File: config.mk
export PLATFORM = sky130hd
export DESIGN_NAME = mem_access_unit
export DESIGN_NICKNAME = d
export VERILOG_FILES = /design/src/rtl/mem_access_pkg.sv /design/src/rtl/mem_access_unit_byte_lane_merge.sv /design/src/rtl/mem_access_unit.sv
export SDC_FILE = /design/constraint.sdc
export NUM_CORES = 1
export LEC_CHECK = 0
export ABC_AREA = 1
export CORE_ASPECT_RATIO = 1.4
export CORE_MARGIN = 8
export CORE_UTILIZATION = 30
export CTS_CLUSTER_DIAMETER = 40
export CTS_CLUSTER_SIZE = 12
export DETAILED_ROUTE_END_ITERATION = 8
export SYNTH_ARGS = -nofsm -noshare
export SYNTH_HDL_FRONTEND = slang
export SYNTH_SLANG_ARGS = --single-unit
File: constraint.sdc
create_clock -name clk -period 12.1 [get_ports clk]
set_input_delay 2.42 -clock clk [delete_from_list [all_inputs] [get_ports clk]]
set_output_delay 2.42 -clock clk [all_outputs]
set_load 0.02 [all_outputs]
File: src/rtl/mem_access_pkg.sv
// Shared op codes, FSM encoding and request record for the load/store sequencer.
`timescale 1ns/1ps
package mem_access_pkg;

   typedef enum logic [2:0] {
      OP_LW   = 3'b000,
      OP_LH   = 3'b001,
      OP_LB   = 3'b010,
      OP_SW   = 3'b011,
      OP_SH   = 3'b100,
      OP_SB   = 3'b101,
      OP_RSV6 = 3'b110,
      OP_RSV7 = 3'b111
   } op_e;

   typedef enum logic [2:0] {
      S_IDLE = 3'd0,
      S_RD   = 3'd1,
      S_WAIT = 3'd2,
      S_WR   = 3'd3,
      S_DONE = 3'd4
   } state_e;

   // Wide enough for RD_LAT-1 with RD_LAT up to 7.
   localparam int RD_CNT_W = 3;

   typedef struct packed {
      op_e         op;
      logic [31:0] addr;
      logic [31:0] b;
   } mem_req_t;

   function automatic logic is_load(input op_e op);
      return (op == OP_LW) || (op == OP_LH) || (op == OP_LB);
   endfunction

   function automatic logic is_reserved(input op_e op);
      return (op == OP_RSV6) || (op == OP_RSV7);
   endfunction

   function automatic logic misaligned(input op_e op, input logic [1:0] a);
      logic bad;
      bad = 1'b0;
      case (op)
         OP_LW, OP_SW: bad = (a != 2'b00);
         OP_LH, OP_SH: bad = a[0];
         default:      bad = 1'b0;
      endcase
      return bad;
   endfunction

endpackage

File: src/rtl/mem_access_unit_byte_lane_merge.sv
// Lane merge for RMW stores and zero-extension for loads; always the low half/byte of the word.
`timescale 1ns/1ps
module byte_lane_merge
   import mem_access_pkg::*;
(
   input  op_e         op,
   input  logic [31:0] rdata,
   input  logic [31:0] b_data,
   output logic [31:0] wdata,
   output logic [31:0] load_val
);

   always_comb begin
      wdata    = b_data;
      load_val = rdata;
      case (op)
         OP_LH:   load_val = {16'h0, rdata[15:0]};
         OP_LB:   load_val = {24'h0, rdata[7:0]};
         OP_SH:   wdata    = {rdata[31:16], b_data[15:0]};
         OP_SB:   wdata    = {rdata[31:8],  b_data[7:0]};
         default: ;
      endcase
   end

endmodule

File: src/rtl/mem_access_unit.sv
// Multicycle load/store sequencer (IDLE/RD/WAIT/WR/DONE) for the unified memory.
// Optional MISALIGN_EXC_EN: reject misaligned word/half requests with a one-cycle exc flag.
`timescale 1ns/1ps
module mem_access_unit
   import mem_access_pkg::*;
#(
   parameter int RD_LAT = 1
) (
   input  logic        clk,
   input  logic        reset,
   input  logic        start,
   input  logic [2:0]  op,
   input  logic [31:0] addr,
   input  logic [31:0] b_data,
   input  logic [31:0] mem_rdata,
   output logic [31:0] mem_addr,
   output logic        mem_wr,
   output logic [31:0] mem_wdata,
   output logic [31:0] load_data,
   output logic        busy,
   output logic        done,
   output logic        exc
);

   localparam logic [RD_CNT_W-1:0] WAIT_INIT = RD_CNT_W'(RD_LAT - 1);

   state_e                state_q, state_d;
   mem_req_t              req_q;
   logic [RD_CNT_W-1:0]   wait_cnt;
   logic                  accept, wait_last, bad_align;
   logic [31:0]           merge_wdata, merge_load;
   op_e                   op_in;

   assign op_in     = op_e'(op);
   assign accept    = (state_q == S_IDLE) && start;
   assign wait_last = (state_q == S_WAIT) && (wait_cnt == '0);

`ifdef MISALIGN_EXC_EN
   logic exc_q;
   assign bad_align = misaligned(op_in, addr[1:0]);
   assign exc       = exc_q && (state_q == S_DONE);

   always_ff @(posedge clk or posedge reset) begin
      if (reset)       exc_q <= 1'b0;
      else if (accept) exc_q <= bad_align;
   end
`else
   assign bad_align = 1'b0;
   assign exc       = 1'b0;
`endif

   byte_lane_merge u_merge (
      .op       (req_q.op),
      .rdata    (mem_rdata),
      .b_data   (req_q.b),
      .wdata    (merge_wdata),
      .load_val (merge_load)
   );

   always_comb begin
      state_d = state_q;
      case (state_q)
         S_IDLE: begin
            if (start) begin
               if (bad_align || is_reserved(op_in)) state_d = S_DONE;
               else if (op_in == OP_SW)             state_d = S_WR;
               else                                 state_d = S_RD;
            end
         end
         S_RD:   state_d = S_WAIT;
         S_WAIT: if (wait_cnt == '0) state_d = is_load(req_q.op) ? S_DONE : S_WR;
         S_WR:   state_d = S_DONE;
         S_DONE: state_d = S_IDLE;
         default: state_d = S_IDLE;
      endcase
   end

   // Strobes decode straight from the state register so reset kills them asynchronously.
   assign mem_wr   = (state_q == S_WR);
   assign done     = (state_q == S_DONE);
   assign busy     = (state_q != S_IDLE);
   assign mem_addr = req_q.addr;

   always_ff @(posedge clk or posedge reset) begin
      if (reset) begin
         state_q   <= S_IDLE;
         req_q     <= '0;
         wait_cnt  <= '0;
         mem_wdata <= '0;
         load_data <= '0;
      end else begin
         state_q <= state_d;
         if (accept) begin
            req_q.op   <= op_in;
            req_q.addr <= addr;
            req_q.b    <= b_data;
            if (op_in == OP_SW && !bad_align) mem_wdata <= b_data;
         end
         if (state_q == S_RD) wait_cnt <= WAIT_INIT;
         if (state_q == S_WAIT) begin
            if (wait_last) begin
               if (is_load(req_q.op)) load_data <= merge_load;
               else                   mem_wdata <= merge_wdata;
            end else begin
               wait_cnt <= wait_cnt - 1'b1;
            end
         end
      end
   end

endmodule

==> run metrics <==
outcome complete, no violations; row cnt 64; setup bufs post-CTS 0; routability cong. slightly above 0.8; root buffer cell clkbuf_16; Die X between 100 and 150 um; CTS H-Tree Depth 4; Final Core Density between 40% and 50%; cts hold-fix bufs 0; DRC Markers 0; vias post-DR 5744; first-pass GRT wire length ~32000 um; Boundary Pins between 200 and 250; synthesized netlist net count between 900 and 1000; cell mode on critical path buf_4; share of cells above drive strength 1 around 6.3%; DRT iter0 DRCs approximately 230; commonest non-fill, non-tap cell in the layout nand2_1; Worst-Margin Slew roughly 940 ps; final wirelength 20100 um; unique cell type count in the Yosys netlist 26; Final period util 37.8%; initial antenna violation count 1; Max Fclk between 0.2 and 0.25 GHz; ant diodes 0; Worst Path Arrival a little under 5000 ps; global route overflow 0; crit-path cells clkdlybuf4s50_1 > buf_4 > inv_1 > buf_4 > nor2_4 > buf_4 > nand2_1 > o21a_1; Vias/cell roughly 4.4; Placed Instances between 1000 and 1500; largest net degree at the start of global routing 95; Final ANT Viol Nets 0; Clk Latency, worst-skew pair between 400 and 500 ps; Cell Pwr Density roughly 270 nW/um2; setup violators final 0; Hold WC Path Type reg -> reg; CP max stage delay just over 700 ps; Peak VDD IR 0.117 mV; TritonCTS buffer count 17; Finished Layout Cells about 1300; commonest cells after routing, fill and taps aside nand2_1, clkdlybuf4s50_1, dfrtp_1; Mapped Area roughly 6700 um2; FF+latch count, synth 137; unrepaired setup endpoints after global routing no; clk slew on worst S/H paths ~60 ps; clock period minus worst slack ~4600 ps; core region area about 22000 um2; TritonCTS clock tree yes; CP startpoint kind input port; DP HPWL around 14000 um; crit path max fanout 94; die height 193 um; Final Hold Fails 0; drt pass-1 iters 4; Setup TNS 0 ps; Nets ~1100; Worst setup EP type flip-flop; Leakage about 4.4 nW; max-cap viol count 0; Required @ worst endpoint ~12000 ps; CTS sink cnt around 140; clk buf depth 2; synthesized area per cell about 8.0 um2; Slew Viols, Final 0; Port-buffer cells 200; GRT Total Usage 15.1%; die area between 20000 and 30000 um2; vias in the first global route a little under 6000; Post-Route Skew roughly 6.7 ps; CTS resizes 0; Starting Density 30.6%; YS warnings 0; Avg WL per Cell ~16 um; Seq/Total Area, Yosys around half; Area growth syn-to-layout 37.8%; Max-slew headroom between 30% and 40%; slowest cell on the critical path buf_4; synthesized instance count 837; critical path type in -> reg
metrics by stage:
| stage | hold slack [ps] | total power [W] | cell area (um2) | setup slack, ps |
|---|---|---|---|---|
| after global placement | 460 | 0.00196 | 8600 | 7130 |
| after detailed placement | 464 | 0.00197 | 8600 | 7110 |
| after CTS | 482 | 0.00253 | 9210 | 7530 |
| final | 477 | 0.00249 | 9210 | 7520 |
| after global routing | 508 | 0.00268 | 9210 | 7290 |
| after floorplan | 450 | 0.00156 | 6690 | 6010 |
metal layers:
| metal | global-route usage [%] | wire, um | vias to the layer above |
|---|---|---|---|
| li1 | - | - | 2869 |
| met1 | 17.5 | 8170 | 2684 |
| met2 | 25.3 | 9820 | 170 |
| met3 | 5.32 | 1750 | 19 |
| met4 | 5.22 | 347 | 2 |
| met5 | 0 | 9 | - |
worst max-delay path: cells and delay by family:
kind                   cells  cell delay, ps
AO/OA/AOI/OAI              1             150
buffers and inverters      5            1840
AND/OR/NAND/NOR            2             360
final cells by class:
type | instances | area [um2]
multi-input combinational | 533 | 2410
sequential | 137 | 3430
fill | 2205 | 12600
clock inverter | 11 | 145
inverter | 89 | 339
clock buffer | 21 | 470
timing repair buffer | 206 | 2050
tap | 297 | 372
flip-flops by register name, summed over array words and instances (netlist names):
name / flops
req_q: 35
load_data: 32
mem_addr: 32
mem_wdata: 32
state_q: 3
wait_cnt: 3
path summary, 6_finish.rpt:
kind	startpoint	to	slack, ps	cells past startpoint
setup / recovery	start	req_q[3]$_DFFE_PP0N_	7520	8
hold / removal	load_data[12]$_DFFE_PP0P_	load_data[12]$_DFFE_PP0P_	480	2
setup reg to reg	req_q[66]$_DFFE_PP0N_	mem_wdata[3]$_DFF_PP0_	9390	6
hold reg to reg	load_data[12]$_DFFE_PP0P_	load_data[12]$_DFFE_PP0P_	480	2
max in group asynchronous	reset	req_q[15]$_DFFE_PP0N_	8300	3
min in group asynchronous	reset	mem_addr[18]$_DFFE_PP0N_	2540	2
power by group:
group	switching [W]	internal, W	total [W]	leakage (nW)
Combinational	0.000668	0.000483	0.00115	2.48
Sequential	0.000120	0.000676	0.000796	1.66
Clock	0.000199	0.000340	0.000540	0.295
synthesized netlist by cell type (all sizes together):
cell type | number | share of area [%]
dfrtp | 137 | 51
a21oi | 3 | 0.22
nor2 | 10 | 1.1
buf | 64 | 6.9
inv | 89 | 5.0
conb | 1 | 0.056
nand3 | 89 | 6.8
clkbuf | 14 | 0.80
o21ai | 79 | 6.2
o21a | 24 | 2.7
xnor2 | 1 | 0.13
nand2 | 323 | 18
o22ai | 1 | 0.094
ha | 2 | 0.37
kinds of logic (layout without fill, tap and decap cells):
| group | after synthesis | in the layout | share of synthesized area [%] |
|---|---|---|---|
| and+or+nand+nor | 422 | 422 | 26.2 |
| buffers and inverters | 167 | 327 | 12.7 |
| DFF | 137 | 137 | 51.3 |
| AOI/OAI and AO/OA | 107 | 107 | 9.26 |
| adders and majority gates | 2 | 2 | 0.374 |
| other | 1 | 1 | 0.0561 |
| xor gates and xnor gates | 1 | 1 | 0.131 |
No activity file was read; power rests on OpenSTA's default activity.
